<file path="config.mk">
export PLATFORM = sky130hd
export DESIGN_NAME = dial_quad
export DESIGN_NICKNAME = d
export VERILOG_FILES = /design/src/rtl/dial_quad.sv
export SDC_FILE = /design/constraint.sdc
export NUM_CORES = 1
export LEC_CHECK = 0
export BUFFER_PORTS_ARGS = -buffer_cell sky130_fd_sc_hd__buf_2
export CORE_MARGIN = 8
export CORE_UTILIZATION = 45
export CTS_CLUSTER_SIZE = 12
export DETAILED_ROUTE_END_ITERATION = 7
export HOLD_SLACK_MARGIN = 0.05
export RECOVER_POWER = 25
export SLEW_MARGIN = 40
export SYNTH_ARGS = -nofsm -noshare
export SYNTH_HDL_FRONTEND = slang
export SYNTH_SLANG_ARGS = --single-unit
export TNS_END_PERCENT = 5
</file>
<file path="constraint.sdc">
create_clock -name clk_sys -period 6.1 [get_ports clk_sys]
set_input_delay 0.305 -clock clk_sys [delete_from_list [all_inputs] [get_ports clk_sys]]
set_output_delay 0.305 -clock clk_sys [all_outputs]
set_load 0.05 [all_outputs]
</file>
<file path="src/rtl/dial_quad.sv">
// Quadrature dial emulator: converts queued spinner deltas and held buttons
// into a rate-limited two-bit Gray-code phase sequence for a game's dial input.
`timescale 1ns/1ps

module dial_quad #(
  parameter int unsigned STEP_DIV = 12000,
  parameter int unsigned ACC_W    = 10
) (
  input  logic       clk_sys,
  input  logic       reset,
  input  logic       en,
  input  logic       invert,
  input  logic       btn_up,
  input  logic       btn_down,
  input  logic [7:0] spin_delta,
  input  logic       spin_strobe,
  output logic [1:0] dial,
  output logic       busy
);

  localparam int unsigned CNT_W = (STEP_DIV > 1) ? $clog2(STEP_DIV) : 1;
  localparam int unsigned SUM_W = ACC_W + 2;
  localparam logic [CNT_W-1:0]        CNT_LAST = CNT_W'(STEP_DIV - 1);
  localparam logic signed [SUM_W-1:0] SAT_POS  = SUM_W'((1 << (ACC_W - 1)) - 1);
  localparam logic signed [SUM_W-1:0] SAT_NEG  = -SAT_POS;

  // Encoding each phase as its own dial value lets the output be the state register.
  typedef enum logic [1:0] {
    PH_0 = 2'b00,
    PH_1 = 2'b01,
    PH_2 = 2'b10,
    PH_3 = 2'b11
  } phase_t;

  logic [CNT_W-1:0]        div_cnt;
  logic                    tick;
  logic                    strobe_q;
  logic                    strobe_ev;
  logic signed [ACC_W-1:0] acc;
  logic signed [ACC_W-1:0] acc_next;
  logic signed [SUM_W-1:0] acc_ext;
  logic signed [SUM_W-1:0] delta_ext;
  logic signed [SUM_W-1:0] acc_step;
  logic signed [SUM_W-1:0] acc_sum;
  logic                    step_en;
  logic                    step_fwd;
  logic                    dir_fwd;
  phase_t                  phase;
  phase_t                  phase_next;

  // Free-running step-rate divider.
  // NOTE: sequential state uses non-blocking assignments so every register
  // samples pre-edge values; blocking here would create ordering-dependent logic.
  always_ff @(posedge clk_sys) begin
    if (reset || tick) div_cnt <= '0;
    else               div_cnt <= div_cnt + CNT_W'(1);
  end

  assign tick      = (div_cnt == CNT_LAST);
  assign strobe_ev = (spin_strobe != strobe_q);

  // Step source selection: pending accumulator first, buttons only when it is empty.
  // NOTE: every always_comb output gets a default first so no path infers a latch.
  always_comb begin
    step_en  = 1'b0;
    step_fwd = 1'b0;
    acc_step = '0;
    if (tick && en) begin
      if (acc != '0) begin
        step_en  = 1'b1;
        step_fwd = ~acc[ACC_W-1];
        acc_step = acc[ACC_W-1] ? '1 : SUM_W'(1);
      end else if (btn_down ^ btn_up) begin
        step_en  = 1'b1;
        step_fwd = btn_down;
      end
    end
  end

  assign dir_fwd = step_fwd ^ invert;

  // Delta add and step retire share one sum so the result saturates only once.
  always_comb begin
    acc_ext   = {{2{acc[ACC_W-1]}}, acc};
    delta_ext = (strobe_ev && en) ? {{(SUM_W-8){spin_delta[7]}}, spin_delta} : '0;
    acc_sum   = acc_ext + delta_ext - acc_step;
    if (acc_sum > SAT_POS)      acc_next = SAT_POS[ACC_W-1:0];
    else if (acc_sum < SAT_NEG) acc_next = SAT_NEG[ACC_W-1:0];
    else                        acc_next = acc_sum[ACC_W-1:0];
  end

  always_ff @(posedge clk_sys) begin
    strobe_q <= spin_strobe;
    if (reset || !en) begin
      acc  <= '0;
      busy <= 1'b0;
    end else begin
      acc  <= acc_next;
      busy <= (acc_next != '0);
    end
  end

  // Phase FSM: state register.
  always_ff @(posedge clk_sys) begin
    if (reset) phase <= PH_3;
    else       phase <= phase_next;
  end

  // Phase FSM: next state. Forward is 3-1-0-2, reverse is 3-2-0-1.
  always_comb begin
    phase_next = phase;
    if (!en) begin
      phase_next = PH_3;
    end else if (step_en) begin
      unique case (phase)
        PH_3: phase_next = dir_fwd ? PH_1 : PH_2;
        PH_1: phase_next = dir_fwd ? PH_0 : PH_3;
        PH_0: phase_next = dir_fwd ? PH_2 : PH_1;
        PH_2: phase_next = dir_fwd ? PH_3 : PH_0;
        default: phase_next = PH_3;
      endcase
    end
  end

  // Phase FSM: output decode.
  always_comb begin
    dial = phase;
  end

endmodule
</file>
==> run_results.csv <==
group,metric,value,unit
synth,synthFlopType,"dfxtp_1",
timing,fin_worst_skew,0.005495,ns
clock_network,clk_pin_slew_worst_paths,0.10,ns
placement,routabilityCongestion,0.8613,
timing,fmax,217.4,MHz
clock_network,insertion_delay,0.27,ns
synth,yosysSeqAreaShare,25.84,%
grt,antenna_found_initial,0,
pwr,total_leakage_power,0.001019,uW
setup_path,worst_ep_arrival_time,4.76,ns
floorplanning,start_util,46.24,%
clock_network,cts-root-buf,"clkbuf_8",
pwr,ir_worst_vdd,0.0003179,V
setup_path,worstPathMaxFanout,8,
routing,vias_per_cell,5.616,
clock_network,cts_buffers,3,
floorplanning,die_area,7299,um^2
grt,grt.total_usage,13.78,%
floorplanning,core_area,4692,um^2
floorplanning,io_pins,18,
timing,finalHoldViolCount,0,
routing,wirelength,4.900,mm
clock_network,cts_buffer_depth,2,
setup_path,worst_setup_path_end_kind,"flip-flop",
outcome,status,"complete, no violations",
synth,syn_nets,305,
timing,setup_tns,0,ns
grt,first_global_vias,1732,
clock_network,clock_sinks,28,
synth,syn_inst,266,
placement,dp_hpwl,4.030,mm
final_layout,num-nets-final,319,
timing,finalCritPeriodShare,75.41,%
pwr,power.density,529.7,nW/um^2
final_layout,stdcell_count,333,
routing,drc,0,
timing,slew_headroom,50.65,%
setup_path,path_class,"reg2reg",
timing,drv_slew,0,
placement,dp_cells,329,
final_layout,final_layout_size_suffix_gt1_share,9.677,%
synth,synthDistinctLibCells,49,
timing,worstMarginPinSlew,0.7370,ns
timing,grt_setup_unrepaired,"no",
worst_hold_path,holdCritPathClass,"in2reg",
final_layout,antenna_cells,0,
setup_path,required,6.26,ns
synth,syn_area,2170,um^2
synth,async_flop_share,0,%
grt,grt_pass1_wl,8.238,mm
clock_network,htree_levels,1,
routing,first_pass_iters,4,
placement,port_buffers,17,
synth,synth_edf_count,0,
synth,syn_avg_cell_area,8.156,um^2
clock_network,cts_setup_buffers,0,
clock_network,cts_tree,"yes",
synth,yosysWarnings,0,
final_layout,area_delta_synth_final,8.997,%
routing,avgRoutedWirePerCell,14.71,um
final_layout,multi_input_area,1473,um^2
clock_network,cts_resized,0,
routing,vias,1870,
clock_network,cts_hold_buf,0,
final_layout,fill_cells,472,
floorplanning,die_h,85.44,um
timing,fin_crit,4.600,ns
timing,setup_viol,0,
routing,drt_iter0_markers,120,
flow_run,maxCapViolCount,0,
grt,grt_max_degree,19,
routing,antenna_left,0,
floorplanning,rows,25,
floorplanning,die_width,85.44,um
setup_path,startpoint_type,"flip-flop",
final_layout,seqCellArea,560.5,um^2
synth,yosys_register_bits,28,
grt,grt-ovfl-total,0,
## worst max-delay path: stages, from the launching register on
cell,delay (ns)
dfxtp_1,0.38
ha_1,0.21
and4_1,0.30
and4_1,0.24
nand3_1,0.13
inv_1,0.36
fa_1,0.50
inv_1,0.07
ha_1,0.28
a211o_1,0.37
or2_1,0.24
o221ai_2,0.27
xnor2_1,0.16
or4b_4,0.55
o41a_1,0.42
## cell usage after synthesis (2+ instances only)
cell type  number  area (um^2)
o22ai_1         6        37.54
or4_1           3        22.52
and4_1          2        17.52
and4b_1         2        20.02
or3_1           2        12.51
nand2b_1        4        25.02
buf_2           2        10.01
dfxtp_1        28        560.5
o32ai_1         2        17.52
clkbuf_1        5        18.77
ha_1           14        175.2
or2_2           3        18.77
xnor2_1         8        70.07
a21o_1          2        15.01
a211o_1         2        17.52
a211oi_1        3        22.52
o211ai_1        3        22.52
o41ai_1         2        17.52
nor2b_1         3        18.77
o21ai_0        11        55.05
nor2_1         27        101.4
a21oi_1        13        65.06
inv_1          30        112.6
nand3_1        15        75.07
nand4_1         5        31.28
and3_1          4        25.02
fa_1           10        200.2
o21ba_2         3        30.03
xor2_1         12        105.1
nand2_1        18        67.56
and2_1          2        12.51
nor3_1          3        15.01
## layout by cell type (no fill, tap or decap), types with 4 or more instances in the layout
cell type / n
and3_1: 4
buf_2: 13
dfxtp_1: 28
nand2_1: 18
nor2_1: 26
fa_1: 10
o21ai_0: 11
a21oi_1: 13
o22ai_1: 6
ha_1: 14
nand2b_1: 4
clkbuf_1: 4
xor2_1: 12
nand4_1: 5
xnor2_1: 8
inv_1: 30
nand3_1: 15
## power by group
group          switching, uW  internal, uW  leakage (uW)
Sequential              23.3           211      0.000229
Clock                   58.0          87.9     0.0000357
Combinational            535           337      0.000754
Total                    616           636       0.00102
## area by class of cell
cell class,instances,area share (%)
inverter,30,4.762
clock buffer,3,1.746
clock inverter,1,1.270
tap,54,2.857
multi-input combinational,200,62.27
sequential,28,23.70
timing repair buffer,17,3.386
## state kept, by name, summed over array words and instances, names as in the netlist
register / count
acc: 10
busy: 1
dial: 2
div_cnt: 14
strobe_q: 1
## stage by stage
stage | setup slack [ns] | util, % | cell area [um^2] | hold WS [ns] | power, uW
detailed placement | 1.495 | 48.80 | 2290 | 0.4347 | 1079
global route | 1.159 | 50.40 | 2365 | 0.1594 | 1373
floorplan | 1.949 | - | 2170 | 0.3327 | 914.8
global placement | 1.569 | 48.80 | 2290 | 0.4320 | 1079
CTS | 1.457 | 50.32 | 2361 | 0.1390 | 1230
finish | 1.500 | 50.40 | 2365 | 0.1625 | 1253
## worst paths after layout
path	startpoint	to	slack, ns	cells past startpoint
setup / recovery	div_cnt[0]	busy	1.50	14
hold / removal	spin_strobe	strobe_q	0.16	1
setup reg to reg	div_cnt[0]	busy	1.50	14
hold reg to reg	div_cnt[0]	div_cnt[0]	0.47	1
## metal layers
metal  vias up  wire length, um  GRT usage [%]
li1        953                -              -
met1       872             2708          21.20
met2        43             1937          18.76
met3         2              226          2.703
met4         0               27          2.866
met5         -                0              0
## cell families (layout without fill, tap and decap cells)
kind of cell | after synthesis | in the layout | synth area share, %
xor+xnor | 20 | 20 | 8.074
fa+ha+maj | 24 | 24 | 17.30
buf+inv | 38 | 51 | 6.690
simple gates | 98 | 98 | 23.36
flops | 28 | 28 | 25.84
mux | 2 | 2 | 0.9804
compound gates | 56 | 56 | 17.76
No activity file was read; power rests on OpenSTA's default activity.
